## config.mk

```make
export PLATFORM = sky130hd
export DESIGN_NAME = mdu_ctrl
export DESIGN_NICKNAME = d
export VERILOG_FILES = /design/src/rtl/mdu_pkg.sv /design/src/rtl/mdu_ctrl.sv
export SDC_FILE = /design/constraint.sdc
export NUM_CORES = 2
export LEC_CHECK = 0
export CORE_MARGIN = 5
export CORE_UTILIZATION = 42
export DETAILED_ROUTE_END_ITERATION = 12
export SYNTH_ARGS = -nofsm -noshare
export SYNTH_HDL_FRONTEND = slang
export SYNTH_SLANG_ARGS = --single-unit
```

## constraint.sdc

```tcl
create_clock -name clk -period 24.9 [get_ports clk]
set_input_delay 2.49 -clock clk [delete_from_list [all_inputs] [get_ports clk]]
set_output_delay 2.49 -clock clk [all_outputs]
set_load 0.01 [all_outputs]
```

## src/rtl/mdu_pkg.sv

```systemverilog
// mdu_pkg: op/state encodings and default latencies for mdu_ctrl.
// The DIV state exists only when MDU_DIV_EN is defined.
package mdu_pkg;
    localparam logic [2:0] OP_MULT  = 3'd0;
    localparam logic [2:0] OP_MULTU = 3'd1;
    localparam logic [2:0] OP_DIV   = 3'd2;
    localparam logic [2:0] OP_DIVU  = 3'd3;
    localparam logic [2:0] OP_MTHI  = 3'd4;
    localparam logic [2:0] OP_MTLO  = 3'd5;
    localparam int MULT_LAT_DEF = 5;
    localparam int DIV_LAT_DEF  = 10;
`ifdef MDU_DIV_EN
    typedef enum logic [1:0] {S_IDLE, S_MULT, S_DIV} state_t;
`else
    typedef enum logic [1:0] {S_IDLE, S_MULT} state_t;
`endif
endpackage

```

## src/rtl/mdu_ctrl.sv

```systemverilog
// mdu_ctrl: multi-cycle HI/LO multiply/divide unit with busy counter and stall request.
// Divider (DIV/DIVU) is built only when MDU_DIV_EN is defined; otherwise ops 2/3 are ignored.
module mdu_ctrl
    import mdu_pkg::*;
#(
    parameter int MULT_LAT = MULT_LAT_DEF,
    parameter int DIV_LAT  = DIV_LAT_DEF
) (
    input  logic        clk,
    input  logic        reset,
    input  logic        start,
    input  logic [2:0]  op,
    input  logic [31:0] rs_val,
    input  logic [31:0] rt_val,
    input  logic        md_use_D,
    output logic        busy,
    output logic [31:0] hi,
    output logic [31:0] lo,
    output logic        stall_md
);
    if (MULT_LAT < 1 || MULT_LAT > 15 || DIV_LAT < 1 || DIV_LAT > 15) begin : g_bad_lat
        $error("mdu_ctrl: latency parameters must be in 1..15");
    end

    state_t      state_q, state_d;
    logic [3:0]  cnt_q, cnt_d;
    logic        busy_q, busy_d;
    logic [31:0] hi_q, hi_d, lo_q, lo_d, hi_tmp_q, hi_tmp_d, lo_tmp_q, lo_tmp_d;
    logic [63:0] mul_a, mul_b, prod;

    // Sign/zero-extend to 64 bits so one truncated product serves MULT and MULTU.
    assign mul_a = {op[0] ? 32'b0 : {32{rs_val[31]}}, rs_val};
    assign mul_b = {op[0] ? 32'b0 : {32{rt_val[31]}}, rt_val};
    assign prod  = mul_a * mul_b;

`ifdef MDU_DIV_EN
    logic signed [31:0] quot_s, rem_s;
    logic        [31:0] quot, rem;
    always_comb begin
        quot_s = 32'sd0;
        rem_s  = 32'sd0;
        quot   = 32'd0;
        rem    = 32'd0;
        if (rt_val != 32'd0) begin
            quot_s = $signed(rs_val) / $signed(rt_val);
            rem_s  = $signed(rs_val) % $signed(rt_val);
            quot   = op[0] ? rs_val / rt_val : quot_s;
            rem    = op[0] ? rs_val % rt_val : rem_s;
        end
    end
`endif

    always_comb begin
        state_d  = state_q;
        cnt_d    = cnt_q;
        busy_d   = busy_q;
        hi_d     = hi_q;
        lo_d     = lo_q;
        hi_tmp_d = hi_tmp_q;
        lo_tmp_d = lo_tmp_q;
        if (state_q == S_IDLE) begin
            if (start && (op == OP_MULT || op == OP_MULTU)) begin
                hi_tmp_d = prod[63:32];
                lo_tmp_d = prod[31:0];
                cnt_d    = 4'(MULT_LAT);
                busy_d   = 1'b1;
                state_d  = S_MULT;
            end
`ifdef MDU_DIV_EN
            else if (start && (op == OP_DIV || op == OP_DIVU)) begin
                hi_tmp_d = (rt_val == 32'd0) ? hi_q : rem;
                lo_tmp_d = (rt_val == 32'd0) ? lo_q : quot;
                cnt_d    = 4'(DIV_LAT);
                busy_d   = 1'b1;
                state_d  = S_DIV;
            end
`endif
            else if (start && op == OP_MTHI) hi_d = rs_val;
            else if (start && op == OP_MTLO) lo_d = rs_val;
        end else begin
            cnt_d = cnt_q - 4'd1;
            if (cnt_q == 4'd1) begin
                hi_d    = hi_tmp_q;
                lo_d    = lo_tmp_q;
                busy_d  = 1'b0;
                state_d = S_IDLE;
            end
        end
    end

    always_ff @(posedge clk) begin
        if (!reset) begin
            state_q  <= S_IDLE;
            cnt_q    <= 4'd0;
            busy_q   <= 1'b0;
            hi_q     <= 32'd0;
            lo_q     <= 32'd0;
            hi_tmp_q <= 32'd0;
            lo_tmp_q <= 32'd0;
        end else begin
            state_q  <= state_d;
            cnt_q    <= cnt_d;
            busy_q   <= busy_d;
            hi_q     <= hi_d;
            lo_q     <= lo_d;
            hi_tmp_q <= hi_tmp_d;
            lo_tmp_q <= lo_tmp_d;
        end
    end

    assign busy     = busy_q;
    assign hi       = hi_q;
    assign lo       = lo_q;
    assign stall_md = md_use_D & (start | busy_q);
endmodule

```

==> impl_metrics.py <==
metrics = {
    "die": {
        "rows": 130,
        "ioPinCount": 137,
        "die-width_um": 365.1,
        "initial_utilization_pct": 42.24,
        "fp.dieArea_um2": 133300,
        "design.core.area_um2": 125400,
        "die_h_um": 365.1,
    },
    "critical_path": {
        "critical_path_arrival_ps": 12710,
        "critical_path_class": "input pin to register",
        "path_max_fanout": 31,
        "end_kind": "register",
        "worstSetupStartpointType": "input pin",
        "timing.critical_path.required_ps": 25230,
    },
    "place": {
        "finalWeightedCongestion": 0.9358,
        "dp.final_hpwl_um": 127600,
        "placed_cells": 7258,
        "port_buffers": 136,
    },
    "timing": {
        "grt_setup_unrepaired": "no",
        "max-slew-margin-rel_pct": 21.08,
        "max_clock_freq_mhz": 80.74,
        "finalClockSkew_ps": 7.727,
        "timing.final.hold_violations": 0,
        "maxSlewViolCount": 0,
        "finalWorstPathRequiredPeriod_ps": 12390,
        "finalSetupViolations": 0,
        "final_worst_path_period_share_pct": 49.74,
        "fin_setup_tns_ps": 0,
        "max_slew.worst_pin.slew_ps": 1183,
    },
    "routing": {
        "route.final.wire_length_um": 154400,
        "via_count": 36960,
        "first_pass_iters": 6,
        "post_drt_wl_per_cell_um": 21.17,
        "ant_nets": 0,
        "detail_route.drc_violations": 0,
        "per_cell_via_count_in_the_routed_design": 5.067,
        "detail_route.iter0.violations": 2474,
    },
    "cells_and_area": {
        "post_layout_nonfiller_instances": 7294,
        "finish.net_count": 7432,
        "area_growth_from_synthesis_to_final_layout_pct": 6.323,
        "proportion_of_layout_cells_with_a_drive_suffix_above_1_pct": 2.518,
        "area_taken_by_flip_flops_and_latches_um2": 2666,
        "final_util_pct": 44.91,
        "final.fill_count": 12250,
        "multiInputGateArea_um2": 43500,
    },
    "clocking": {
        "clk-insertion-delay-late_ps": 420,
        "cts-root-to-sink-buffers": 2,
        "clock_tree.root_cell": "clkbuf_16",
        "cts_hold_buf": 0,
        "clock_pin_slew_on_the_worst_setup_and_hold_paths_ps": 60,
        "htreeDepth": 4,
        "ctsResizeCount": 0,
        "numClockSinks": 133,
        "clock_tree_from_tritoncts": "built",
        "post_cts.repair.setup_buffers": 0,
        "tritoncts_buffer_count": 17,
    },
    "global_route": {
        "gr-usage-all-layers_pct": 24.11,
        "grt_start_max_net_pins": 109,
        "number_of_global_route_vias_before_repair": 41210,
        "antenna_violations_before_repair": 11,
        "grt_overflow": 0,
        "global_route_wire_length_before_repair_um": 246100,
    },
    "synthesis": {
        "synthesis.nets": 7492,
        "postSynthAreaPerCell_um2": 9.315,
        "synth_area_leaders": "fa_1, inv_1, ha_1",
        "distinct_cells_synth": 78,
        "yosysTopAreaCell": "fa_1",
        "netlist_instances": 5687,
        "synth_top_flop_cell": "dfxtp_1",
        "postSynthRegisterBits": 133,
        "synth_enable_flop_cells": 0,
        "synth_async_sr_flop_share_pct": 0,
        "ys.warnings.count": 0,
        "post_synth_most_frequent_cells": "inv_1, fa_1, nand2_1, and2_1, ha_1",
        "mappedNetlistArea_um2": 52970,
        "top_count_cell_post_synth": "inv_1",
        "synth.yosys.seq_area_share_pct": 5.026,
        "synthDominantCellAreaShare_pct": 53.62,
    },
    "outcome": {
        "result_of_the_run": "complete, no violations",
    },
    "flow_run": {
        "drv.max_cap_violation_count": 0,
    },
    "hold_path": {
        "worstHoldPathType": "register to register",
    },
}
-- final cells by class --
cell class | instances | share of cell area, %
antenna | 4 | 0.01777
clock buffer | 17 | 0.7553
clock inverter | 15 | 0.2999
inverter | 1515 | 10.10
multi-input combinational | 3756 | 77.23
sequential | 133 | 4.734
tap | 1650 | 3.665
timing repair buffer | 204 | 3.199
-- cells in the final DEF, fill, tap and decap left out, types with 33 or more instances in the layout --
| master | count |
|---|---|
| nor2_1 | 119 |
| a211oi_1 | 81 |
| dfxtp_1 | 132 |
| fa_1 | 1419 |
| nand2_1 | 616 |
| buf_4 | 68 |
| inv_1 | 1514 |
| xnor2_1 | 98 |
| nand3_1 | 33 |
| ha_1 | 315 |
| a21oi_1 | 197 |
| and2_1 | 592 |
| nor2b_1 | 41 |
| clkdlybuf4s50_1 | 122 |
-- routing by layer --
metal  vias up  part of all wire [%]  global-route usage, %
met1     19380                    44                  34.55
li1      16250                     -                      -
met3       173                   6.9                  3.228
met5         -                     0                      0
met4         0                   2.2                  4.914
met2      1153                    46                  39.61
-- registers in the layout (all words and copies together), names as in the netlist --
| signal | flops |
|---|---|
| hi | 32 |
| hi_tmp_q | 32 |
| lo | 32 |
| lo_tmp_q | 32 |
| cnt_q | 4 |
| state_q | 1 |
-- worst max-delay path, cell delays in order --
cell             delay [ps]
clkdlybuf4s50_1         870
nor2b_2                  80
buf_4                   280
nand2_1                 150
inv_1                   100
fa_1                    530
inv_1                   130
fa_1                    700
inv_1                   110
fa_1                    960
inv_1                   290
fa_1                    730
inv_1                   180
fa_1                    540
fa_1                    440
fa_1                    500
fa_1                    500
fa_1                    490
inv_1                    50
fa_1                    500
inv_1                    40
ha_1                    360
and3_2                  270
and2_2                  200
a22o_1                  190
a311oi_1                520
a21oi_1                 180
o41ai_2                 320
-- cells by family (layout without fill, tap and decap cells) --
kind of cell    count (synthesis)  in the layout  share of synthesized area [%]
other cells                     0              4                              0
xor+xnor                      112            112                          1.852
flops                         133            133                          5.026
mux                             2              2                        0.04015
buf+inv                      1798           1751                          12.91
compound gates                440            440                          5.243
simple gates                 1467           1467                          13.85
fa+ha+maj                    1735           1735                          61.08
-- final timing paths --
path | start | cells past startpoint | slack, ps | endpoint
worst max-delay path | op[0] | 28 | 12510 | hi_tmp_q[30]
worst min-delay path | lo_tmp_q[20] | 2 | 450 | lo_tmp_q[20]
worst max register to register | state_q[0] | 7 | 21790 | hi_tmp_q[30]
worst min register to register | lo_tmp_q[20] | 2 | 450 | lo_tmp_q[20]
-- through the flow --
stage	hold slack (ps)	setup slack, ps	area (um^2)
after floorplan	431.9	13670	52970
after global placement	443.0	12150	55720
after detailed placement	446.5	12090	55720
after CTS	454.6	12530	56310
after global routing	467.3	12030	56320
final	452.8	12510	56320
Power is left out: the tool's default activity adds up to more than one toggle a clock period on the data nets, which glitch-free logic cannot reach.
